--- config.mk ---
export PLATFORM = sky130hd
export DESIGN_NAME = multicycle_ctrl_fsm
export DESIGN_NICKNAME = d
export VERILOG_FILES = /design/src/rtl/multicycle_ctrl_fsm.sv
export SDC_FILE = /design/constraint.sdc
export NUM_CORES = 1
export LEC_CHECK = 0
export ABC_CLOCK_PERIOD_IN_PS = 1400
export BUFFER_PORTS_ARGS = -buffer_cell sky130_fd_sc_hd__buf_2
export CORE_MARGIN = 1.5
export CORE_UTILIZATION = 44
export DETAILED_ROUTE_END_ITERATION = 10
export GPL_TIMING_DRIVEN = 0
export PLACE_DENSITY_LB_ADDON = 0.1
export SETUP_SLACK_MARGIN = 0.3
export SLEW_MARGIN = 0
export SYNTH_ARGS = -nofsm -noshare
export SYNTH_HDL_FRONTEND = slang
export SYNTH_SLANG_ARGS = --single-unit
--- constraint.sdc ---
create_clock -name clk -period 1.4 [get_ports clk]
set_input_delay 0 -clock clk [delete_from_list [all_inputs] [get_ports clk]]
set_output_delay 0 -clock clk [all_outputs]
set_load 0.05 [all_outputs]
--- src/rtl/multicycle_ctrl_fsm.sv ---
// Main control FSM for the multicycle RV32I core: fetch/decode/execute/memory/writeback sequencing.
// Optional macro CTRL_RETIRE_CNT_EN adds the retire_cnt output counting completed instructions.
module multicycle_ctrl_fsm #(
    parameter int XLEN = 32
) (
    input  logic            clk,
    input  logic            rst,
    input  logic [6:0]      op,
    input  logic [2:0]      funct3,
    input  logic            funct7b5,
    input  logic            zero,
    output logic            PCWrite,
    output logic            AdrSrc,
    output logic            MemWrite,
    output logic            IRWrite,
    output logic [1:0]      ResultSrc,
    output logic [1:0]      ALUSrcA,
    output logic [1:0]      ALUSrcB,
    output logic [2:0]      ALUControl,
    output logic            RegWrite,
    output logic [1:0]      ImmSrc
`ifdef CTRL_RETIRE_CNT_EN
    ,
    output logic [XLEN-1:0] retire_cnt
`endif
);

    localparam logic [3:0] S_FETCH    = 4'd0;
    localparam logic [3:0] S_DECODE   = 4'd1;
    localparam logic [3:0] S_MEMADR   = 4'd2;
    localparam logic [3:0] S_MEMREAD  = 4'd3;
    localparam logic [3:0] S_MEMWB    = 4'd4;
    localparam logic [3:0] S_MEMWRITE = 4'd5;
    localparam logic [3:0] S_EXECR    = 4'd6;
    localparam logic [3:0] S_EXECI    = 4'd7;
    localparam logic [3:0] S_ALUWB    = 4'd8;
    localparam logic [3:0] S_BEQ      = 4'd9;
    localparam logic [3:0] S_JAL      = 4'd10;

    localparam logic [6:0] OP_LW   = 7'b0000011;
    localparam logic [6:0] OP_SW   = 7'b0100011;
    localparam logic [6:0] OP_R    = 7'b0110011;
    localparam logic [6:0] OP_I    = 7'b0010011;
    localparam logic [6:0] OP_BEQ  = 7'b1100011;
    localparam logic [6:0] OP_JAL  = 7'b1101111;

    logic [3:0] state_q, state_d;
    logic [3:0] out_state;
    logic       pc_update, branch, reg_write, mem_write, ir_write, adr_src;
    logic [1:0] alu_op;

    always_comb begin
        state_d = S_FETCH;
        case (state_q)
            S_FETCH:  state_d = S_DECODE;
            S_DECODE: begin
                case (op)
                    OP_LW, OP_SW: state_d = S_MEMADR;
                    OP_R:         state_d = S_EXECR;
                    OP_I:         state_d = S_EXECI;
                    OP_BEQ:       state_d = S_BEQ;
                    OP_JAL:       state_d = S_JAL;
                    default:      state_d = S_FETCH;
                endcase
            end
            S_MEMADR:  state_d = (op == OP_LW) ? S_MEMREAD : S_MEMWRITE;
            S_MEMREAD: state_d = S_MEMWB;
            S_EXECR, S_EXECI, S_JAL: state_d = S_ALUWB;
            default:   state_d = S_FETCH;
        endcase
    end

    always_ff @(posedge clk) begin
        if (rst) begin
            state_q <= S_FETCH;
        end else begin
            state_q <= state_d;
        end
    end

    // While reset is held the outputs show FETCH, so the datapath muxes are already settled on release.
    assign out_state = rst ? S_FETCH : state_q;

    always_comb begin
        pc_update = 1'b0;
        branch    = 1'b0;
        reg_write = 1'b0;
        mem_write = 1'b0;
        ir_write  = 1'b0;
        adr_src   = 1'b0;
        alu_op    = 2'b00;
        ResultSrc = 2'b00;
        ALUSrcA   = 2'b00;
        ALUSrcB   = 2'b00;
        case (out_state)
            S_FETCH: begin
                ir_write  = 1'b1;
                pc_update = 1'b1;
                ALUSrcB   = 2'b10;
                ResultSrc = 2'b10;
            end
            S_DECODE: begin
                ALUSrcA = 2'b01;
                ALUSrcB = 2'b01;
            end
            S_MEMADR: begin
                ALUSrcA = 2'b10;
                ALUSrcB = 2'b01;
            end
            S_MEMREAD: adr_src = 1'b1;
            S_MEMWB: begin
                ResultSrc = 2'b01;
                reg_write = 1'b1;
            end
            S_MEMWRITE: begin
                adr_src   = 1'b1;
                mem_write = 1'b1;
            end
            S_EXECR: begin
                ALUSrcA = 2'b10;
                alu_op  = 2'b10;
            end
            S_EXECI: begin
                ALUSrcA = 2'b10;
                ALUSrcB = 2'b01;
                alu_op  = 2'b10;
            end
            S_ALUWB: reg_write = 1'b1;
            S_BEQ: begin
                ALUSrcA = 2'b10;
                alu_op  = 2'b01;
                branch  = 1'b1;
            end
            S_JAL: begin
                ALUSrcA   = 2'b01;
                ALUSrcB   = 2'b10;
                pc_update = 1'b1;
            end
            default: ;
        endcase
    end

    assign PCWrite  = ~rst & (pc_update | (branch & zero));
    assign IRWrite  = ~rst & ir_write;
    assign MemWrite = ~rst & mem_write;
    assign RegWrite = ~rst & reg_write;
    assign AdrSrc   = adr_src;

    always_comb begin
        ALUControl = 3'b000;
        case (alu_op)
            2'b01: ALUControl = 3'b001;
            2'b10: begin
                case (funct3)
                    3'b000:  ALUControl = (op[5] & funct7b5) ? 3'b001 : 3'b000;
                    3'b010:  ALUControl = 3'b101;
                    3'b110:  ALUControl = 3'b011;
                    3'b111:  ALUControl = 3'b010;
                    default: ALUControl = 3'b000;
                endcase
            end
            default: ALUControl = 3'b000;
        endcase
    end

    always_comb begin
        case (op)
            OP_SW:   ImmSrc = 2'b01;
            OP_BEQ:  ImmSrc = 2'b10;
            OP_JAL:  ImmSrc = 2'b11;
            default: ImmSrc = 2'b00;
        endcase
    end

`ifdef CTRL_RETIRE_CNT_EN
    logic [XLEN-1:0] retire_cnt_q;
    logic            retiring;

    // Only completion states count; the illegal-op DECODE->FETCH path is deliberately excluded.
    assign retiring = (state_q == S_MEMWB) || (state_q == S_MEMWRITE) ||
                      (state_q == S_ALUWB) || (state_q == S_BEQ);

    always_ff @(posedge clk) begin
        if (rst) begin
            retire_cnt_q <= '0;
        end else if (retiring) begin
            retire_cnt_q <= retire_cnt_q + 1'b1;
        end
    end

    assign retire_cnt = retire_cnt_q;
`else
    localparam logic [31:0] XLEN_BITS = XLEN;
    logic unused_xlen;
    assign unused_xlen = XLEN_BITS[0];
`endif

endmodule

==> impl_metrics.yaml, run 1 <==
synth:
  ys.flop_type: "dfxtp_1"
  avgSynthCellArea_um2: 7.18
  ys_warn_count: 0
  syn_nets: 100
  async_flop_share: 0
  synth.distinct_cells: 39
  postSynthCellCount: 84
  ys_top_cells_by_area: "dfxtp_1 13%, nand2b_1 6.2%, and3b_1 4.4%, xnor2_1 4.4%, and3_1 4.1%"
  yosysTopAreaCell: "dfxtp_1"
  synth_top_area_frac: 0.133
  synth_edf_count: 0
  synth_seq_cells: 4
  netlist_area_um2: 603
  netlist_top_cells_count: "6 x nand2b_1, 6 x nor2_1, 5 x inv_1, 5 x nand2_1, 5 x nor3_1"
  ys_seq_area_frac: 0.133
placement:
  dpl.hpwl_um: 1280
  io_buffers: 29
  place_area_um2: 933
  gp_congestion: 0.728
clock_tree:
  root_buffer: "clkbuf_4"
  clock_path_buffers: 2
  post_cts.repair.setup_buffers: 18
  post_cts_resized: 58
  cts_hold_buf: 0
  numCtsBuffers: 3
  h-tree-depth: 1
  cts.sinks: 4
floorplanning:
  die_h_um: 40.0
  row_count: 13
  die_w_um: 40.0
  pin_count: 30
  initial_core_util: 0.469
outcome:
  lastStage: "4_1_cts"
  status: "stopped before the end"
  error_line: "[ERROR DPL-0038] Utilization greater than 100%, impossible to legalize"
[per-stage QoR]
step	setup WS, ps	util	instances
floorplan	-154	-	84
global placement	-141	0.726	128
detailed placement	-167	0.726	128
[cell families after synthesis]
kind of cell / Yosys count / synth area share
buf+inv: 10 / 0.0705
compound gates: 14 / 0.166
flops: 4 / 0.133
mux: 2 / 0.0353
simple gates: 48 / 0.496
fa+ha+maj: 2 / 0.0415
xor+xnor: 4 / 0.0581
==> run 2, diff against run 1 <==
Settings changed: CORE_AREA set to 2 2 63 65, CORE_MARGIN 1.5 to unset, CORE_UTILIZATION 44 to unset, DIE_AREA set to 0 0 65 67, PLACE_DENSITY_LB_ADDON 0.1 to 0.15, SETUP_SLACK_MARGIN 0.3 to unset.
==> run 2 against run 1 <==
Compared with the run above:
- the flow now finishes, with violations (negative setup slack)
- synthesized area did not move
- synthesized cell count stayed put
==> impl_metrics.yaml, run 2 <==
synth:
  avgSynthCellArea_um2: 7.18
  synth_top_area_frac: 0.133
  ys_warn_count: 0
  synth_compound_area_frac: 0.166
  syn_nets: 100
  yosysTopAreaCell: "dfxtp_1"
  synthMuxAreaShare: 0.0353
  ys.flop_type: "dfxtp_1"
  ys_top_cells_by_area: "dfxtp_1 13%, nand2b_1 6.2%, and3b_1 4.4%, xnor2_1 4.4%, and3_1 4.1%"
  async_flop_share: 0
  postSynthCellCount: 84
  netlist_top_cells_count: "6 x nand2b_1, 6 x nor2_1, 5 x inv_1, 5 x nand2_1, 5 x nor3_1"
  synth.distinct_cells: 39
  synth_simple_gate_area_share: 0.496
  synth_edf_count: 0
  ys_seq_area_frac: 0.133
  synth_xor_area_frac: 0.0581
  netlist_area_um2: 603
  synth_seq_cells: 4
  synth_fa_ha_area_frac: 0.0415
  synth_top_family_by_area: "simple AND/OR/NAND/NOR gates"
setup_path:
  cpMostUsedCell: "buf_6"
  worstSetupStartpointType: "flop"
  crit_slowest_cell: "dfxtp_2"
  crit_required_ps: 1400
  path_delay_family: "buffers and inverters"
  path_cells: "buf_6 > and3_4 > inv_2 > ha_4 > nor4_4 > buf_6"
  worstPathMaxFanout: 10
  critPathMaxStageDelay_ps: 380
  arrival_ps: 1610
  crit_path_end_kind: "output pin"
  path_buf_inv: 3
  path_class: "reg -> out"
route:
  final_antenna_net_count: 0
  drc_errors: 0
  wl_per_cell_um: 11.6
  firstDrtPassIters: 4
  drt-initial-drc-count: 17
  vias_per_cell: 4.49
  drt_wl_total_um: 2080
  vias: 808
power:
  power.total_w: 0.000546
  leakage_nw: 0.512
  power.density_mw_per_mm2: 431
  irDropWorstVdd_uv: 359
cells_and_area:
  largest_reg_flops: 4
  n_fill_cell: 390
  area_delta_synth_final_pct: 110
  nNetsFinal: 150
  reg_top3: "state_q (4)"
  drive_gt1_frac: 0.659
  final_common_cell: "buf_4"
  diodes: 0
  final_cell_mix: "19 x buf_4, 16 x buf_2, 12 x buf_6"
  largest_register: "state_q"
  fin_cells: 180
sta:
  setup_violations: 9
  post-route-period-util: 1.15
  finClkSkew_ps: 3.33
  hold_violations: 0
  whs_ps: 196
  slew_viol_final: 0
  rsz0062_at_grt: "true"
  slew_headroom: 0.531
  period_needed_ps: 1610
  worst_slew_pin_slew_ps: 704
  max_freq_mhz: 621
  setup_slack_ps: -209
clock_tree:
  clkTransAtPathRegs_ps: 30
  cts_hold_buf: 0
  clock_path_buffers: 2
  numCtsBuffers: 3
  clock_latency_ps: 210
  cts.sinks: 4
  tritoncts: "done"
  root_buffer: "clkbuf_8"
  h-tree-depth: 1
floorplanning:
  initial_core_util: 0.167
  die_w_um: 65
  die_h_um: 67
  core_area_mm2: 0.00361
  die_area_mm2: 0.00436
  pin_count: 30
  row_count: 22
placement:
  io_buffers: 29
  dpl.hpwl_um: 1490
  dp.cells: 161
  gp_congestion: 0.660
grt:
  globalRouteTotalUtil: 0.105
  first_global_vias: 754
  grt_max_degree: 11
  grt_antenna_before_repair: 0
  grt_overflow: 0
  grt_pass1_wl_um: 3560
min_path:
  min_path_type: "in -> reg"
outcome:
  status: "finished, violations left"
  violations: "negative setup slack"
job:
  maxCapViolCount: 0
## run 2: cell counts after synthesis
No cell type changed its count.
## run 2: worst register-to-register path: stages (launching register included)
cell	delay (ps)
dfxtp_4	330
buf_6	130
buf_4	130
buf_6	110
and3b_2	220
a311oi_1	320
a211oi_1	80
## run 2: cell type report
cell class / count / area [µm²] / area share
Multi-Input combinational cell: 70 / 662 / 0.523
Timing Repair Buffer: 45 / 343 / 0.271
Sequential cell: 4 / 92.6 / 0.0731
Tap cell: 48 / 60.1 / 0.0474
Buffer: 5 / 48.8 / 0.0385
Clock buffer: 3 / 41.3 / 0.0326
Inverter: 5 / 18.8 / 0.0148
## run 2: cell families (layout without fill, tap and decap cells)
kind of cell,after synthesis,count (layout)
compound gates,14,14
xor+xnor,4,4
fa+ha+maj,2,2
buf+inv,10,58
flops,4,4
mux,2,2
simple gates,48,48
## run 2: path summary, 6_finish.rpt
check                                            from                     to  slack [ps]  depth (start not counted)
worst min-delay path                              rst  state_q[1]$_SDFF_PP0_         200                          4
worst max register to register  state_q[3]$_SDFF_PP0_  state_q[3]$_SDFF_PP0_         -60                          6
worst max-delay path            state_q[2]$_SDFF_PP0_          ALUControl[2]        -210                          6
worst min register to register  state_q[2]$_SDFF_PP0_  state_q[3]$_SDFF_PP0_         630                          3
## run 2: routing by layer
layer,wire (µm),global-route usage,up-vias
met1,987,0.140,375
met5,0,0,-
met4,0,0.0160,0
met2,999,0.170,26
li1,-,-,407
met3,93,0.0321,0
## run 2: timing repair
item                                   in CTS  in global routing
endpoints found under the hold margin       0                  0
gates cloned                                0                  0
gates resized for setup                    40                 18
setup endpoints to repair                   9                 15
pin swaps                                   8                  6
buffers inserted                           10                  6
## run 2: power breakdown
group	internal, W	switching (W)	total [W]
registers	0.000114	0.00000446	0.000118
clock network	0.000182	0.0000512	0.000234
logic	0.0000778	0.000116	0.000194
total	0.000374	0.000172	0.000546
## run 2: metrics by stage
stage	area (µm²)	util	setup slack (ps)	setup TNS (ps)
3_3_place_gp	897	0.249	-266	-593
3_5_place_dp	897	0.249	-284	-612
4_1_cts	1170	0.323	-211	-639
5_1_grt	1270	0.351	-309	-1840
6_report	1270	0.351	-209	-1080
2_1_floorplan	692	-	-279	-604
Power figures use the tool's default switching activity.
==> run 3, diff against run 2 <==
Settings changed: CELL_PAD_IN_SITES_DETAIL_PLACEMENT set to 2, CELL_PAD_IN_SITES_GLOBAL_PLACEMENT set to 2.
==> run 3 against run 2 <==
Compared with the run above:
- the run still ends with negative setup slack left
- critical path depth increased by 1
- utilization is 1.1 points lower
- maximum frequency fell by 0.61%
- worst setup slack got worse by 9.8 ps
- combinational power up 2%
- sequential power about the same
- register-to-register slack improved by 100 ps
- critical path type unchanged
- largest cell class unchanged
==> impl_metrics.yaml, run 3 (synthesized netlist as in run 2, its figures left out) <==
sta:
  slew_headroom: 0.505
  setup_violations: 10
  hold_violations: 0
  max_freq_mhz: 618
  whs_ps: 164
  period_needed_ps: 1620
  rsz0062_at_grt: "true"
  setup_slack_ps: -219
  finClkSkew_ps: 1.45
  slew_viol_final: 0
  worst_slew_pin_slew_ps: 743
  setup_tns_ps: -1010
  post-route-period-util: 1.16
setup_path:
  arrival_ps: 1620
  cp-startpoint: "state_q[3]$_SDFF_PP0_"
  worstSetupStartpointType: "flop"
  reg2reg_slack_ps: 40
  critPathMaxStageDelay_ps: 340
  crit_slowest_cell: "dfxtp_2"
  crit_required_ps: 1400
  path_cells: "buf_6 > nor2_4 > and3_4 > inv_2 > ha_4 > nor4_4 > buf_6"
  crit_path_end_kind: "output pin"
  crit_path_end: "ALUControl[2]"
  cpMostUsedCell: "buf_6"
  path_class: "reg -> out"
  timing.rr.end: "state_q[3]$_SDFF_PP0_"
  r2r_cells: 5
  worstPathMaxFanout: 4
  crit-reg2reg-launch: "state_q[3]$_SDFF_PP0_"
power:
  irDropWorstVdd_uv: 146
  intPower_w: 0.000380
  leakage_nw: 0.488
  switching_power_w: 0.000203
  p_comb_frac: 0.340
  pwr-share-seq: 0.207
  swShare: 0.349
  pwr-share-clk: 0.453
  power.density_mw_per_mm2: 475
cells_and_area:
  final_cell_mix: "17 x buf_2, 13 x buf_6, 10 x buf_4"
  nNetsFinal: 145
  final_common_cell: "buf_2"
  largest_register: "state_q"
  fin_area_mm2: 0.00123
  drive_gt1_frac: 0.638
  area_delta_synth_final_pct: 103
  final_core_util: 0.340
  reg_top3: "state_q (4)"
  diodes: 0
  largest_reg_flops: 4
  fin_cells: 175
clock_tree:
  tritoncts: "done"
  clkTransAtPathRegs_ps: 30
  numCtsBuffers: 3
  clock_path_buffers: 2
  clock_latency_ps: 230
  root_buffer: "clkbuf_8"
  cts.sinks: 4
  cts_hold_buf: 0
  h-tree-depth: 1
grt:
  grt_max_degree: 11
  first_global_vias: 879
  grt_antenna_before_repair: 0
  globalRouteTotalUtil: 0.127
  grt_overflow: 0
  grt_pass1_wl_um: 4250
route:
  topRoutingLayerUsed: "met4"
  drt_wl_total_um: 2550
  drc_errors: 0
  vias: 794
  drt-met1-wl_um: 1150
  wl_per_cell_um: 14.6
  vias_per_cell: 4.54
  wl_met2_um: 1260
  firstDrtPassIters: 3
  drt-initial-drc-count: 12
  final_antenna_net_count: 0
  wl_met3_um: 89
placement:
  place_area_um2: 897
  gp_congestion: 0.672
  io_buffers: 29
  dp.cells: 161
  dpl.hpwl_um: 1760
floorplanning:
  die_area_mm2: 0.00436
  die_w_um: 65
  die_h_um: 67
  core_area_mm2: 0.00361
  row_count: 22
  pin_count: 30
  initial_core_util: 0.167
job:
  maxCapViolCount: 0
min_path:
  min_path_type: "in -> reg"
outcome:
  status: "finished, violations left"
  violations: "negative setup slack"
[run 3: layout make-up]
type,count,area (µm²)
sequential,4,90.1
fill,415,2380
clock buffer,3,41.3
tap,48,60.1
buffer,5,60.1
inverter,5,18.8
timing repair buffer,40,303
multi-input combinational,70,653
[run 3: worst min path at each step]
stage / startpoint / to / slack [ps] / cells after the start
5_1_grt: op[4] / state_q[1]$_SDFF_PP0_ / 210 / 4
6_report: op[4] / state_q[1]$_SDFF_PP0_ / 160 / 4
3_3_place_gp: funct3[0] / ALUControl[2] / 360 / 3
4_1_cts: op[4] / state_q[1]$_SDFF_PP0_ / 180 / 4
3_5_place_dp: funct3[0] / ALUControl[2] / 360 / 3
2_1_floorplan: funct3[2] / ALUControl[2] / 70 / 1
[run 3: worst max-delay path: cells and delay by family, from the launching register on]
| family | cells | cell delay [ps] |
|---|---|---|
| adder cells (fa/ha/maj) | 1 | 250 |
| buffers and inverters | 3 | 380 |
| flip-flops | 1 | 340 |
| AND/OR/NAND/NOR | 3 | 420 |
[run 3: what timing repair did]
| action | 4_1_cts | 5_1_grt |
|---|---|---|
| resized for setup | 41 | 16 |
| hold endpoints to repair | 0 | 0 |
| endpoints found under the setup margin | 9 | 15 |
| pin swaps | 6 | 6 |
| buffers inserted | 5 | 6 |
[run 3: layer usage]
layer	GRT usage	vias to the layer above
met5	0	-
met4	0.0559	0
met3	0.0118	5
met2	0.216	21
met1	0.163	376
li1	-	392
[run 3: per-stage QoR]
stage	setup WS [ps]	power [W]
6_report	-219	0.000583
5_1_grt	-309	0.000608
4_1_cts	-208	0.000563
3_5_place_dp	-303	0.000287
3_3_place_gp	-267	0.000285
2_1_floorplan	-279	0.000229
[run 3: power groups by stage]
stage	Sequential, W	Clock [W]	Combinational, W
6_report	0.000121	0.000264	0.000198
5_1_grt	0.000121	0.000272	0.000215
4_1_cts	0.000121	0.000260	0.000183
3_5_place_dp	0.000124	0	0.000163
3_3_place_gp	0.000124	0	0.000161
2_1_floorplan	0.000122	0	0.000107
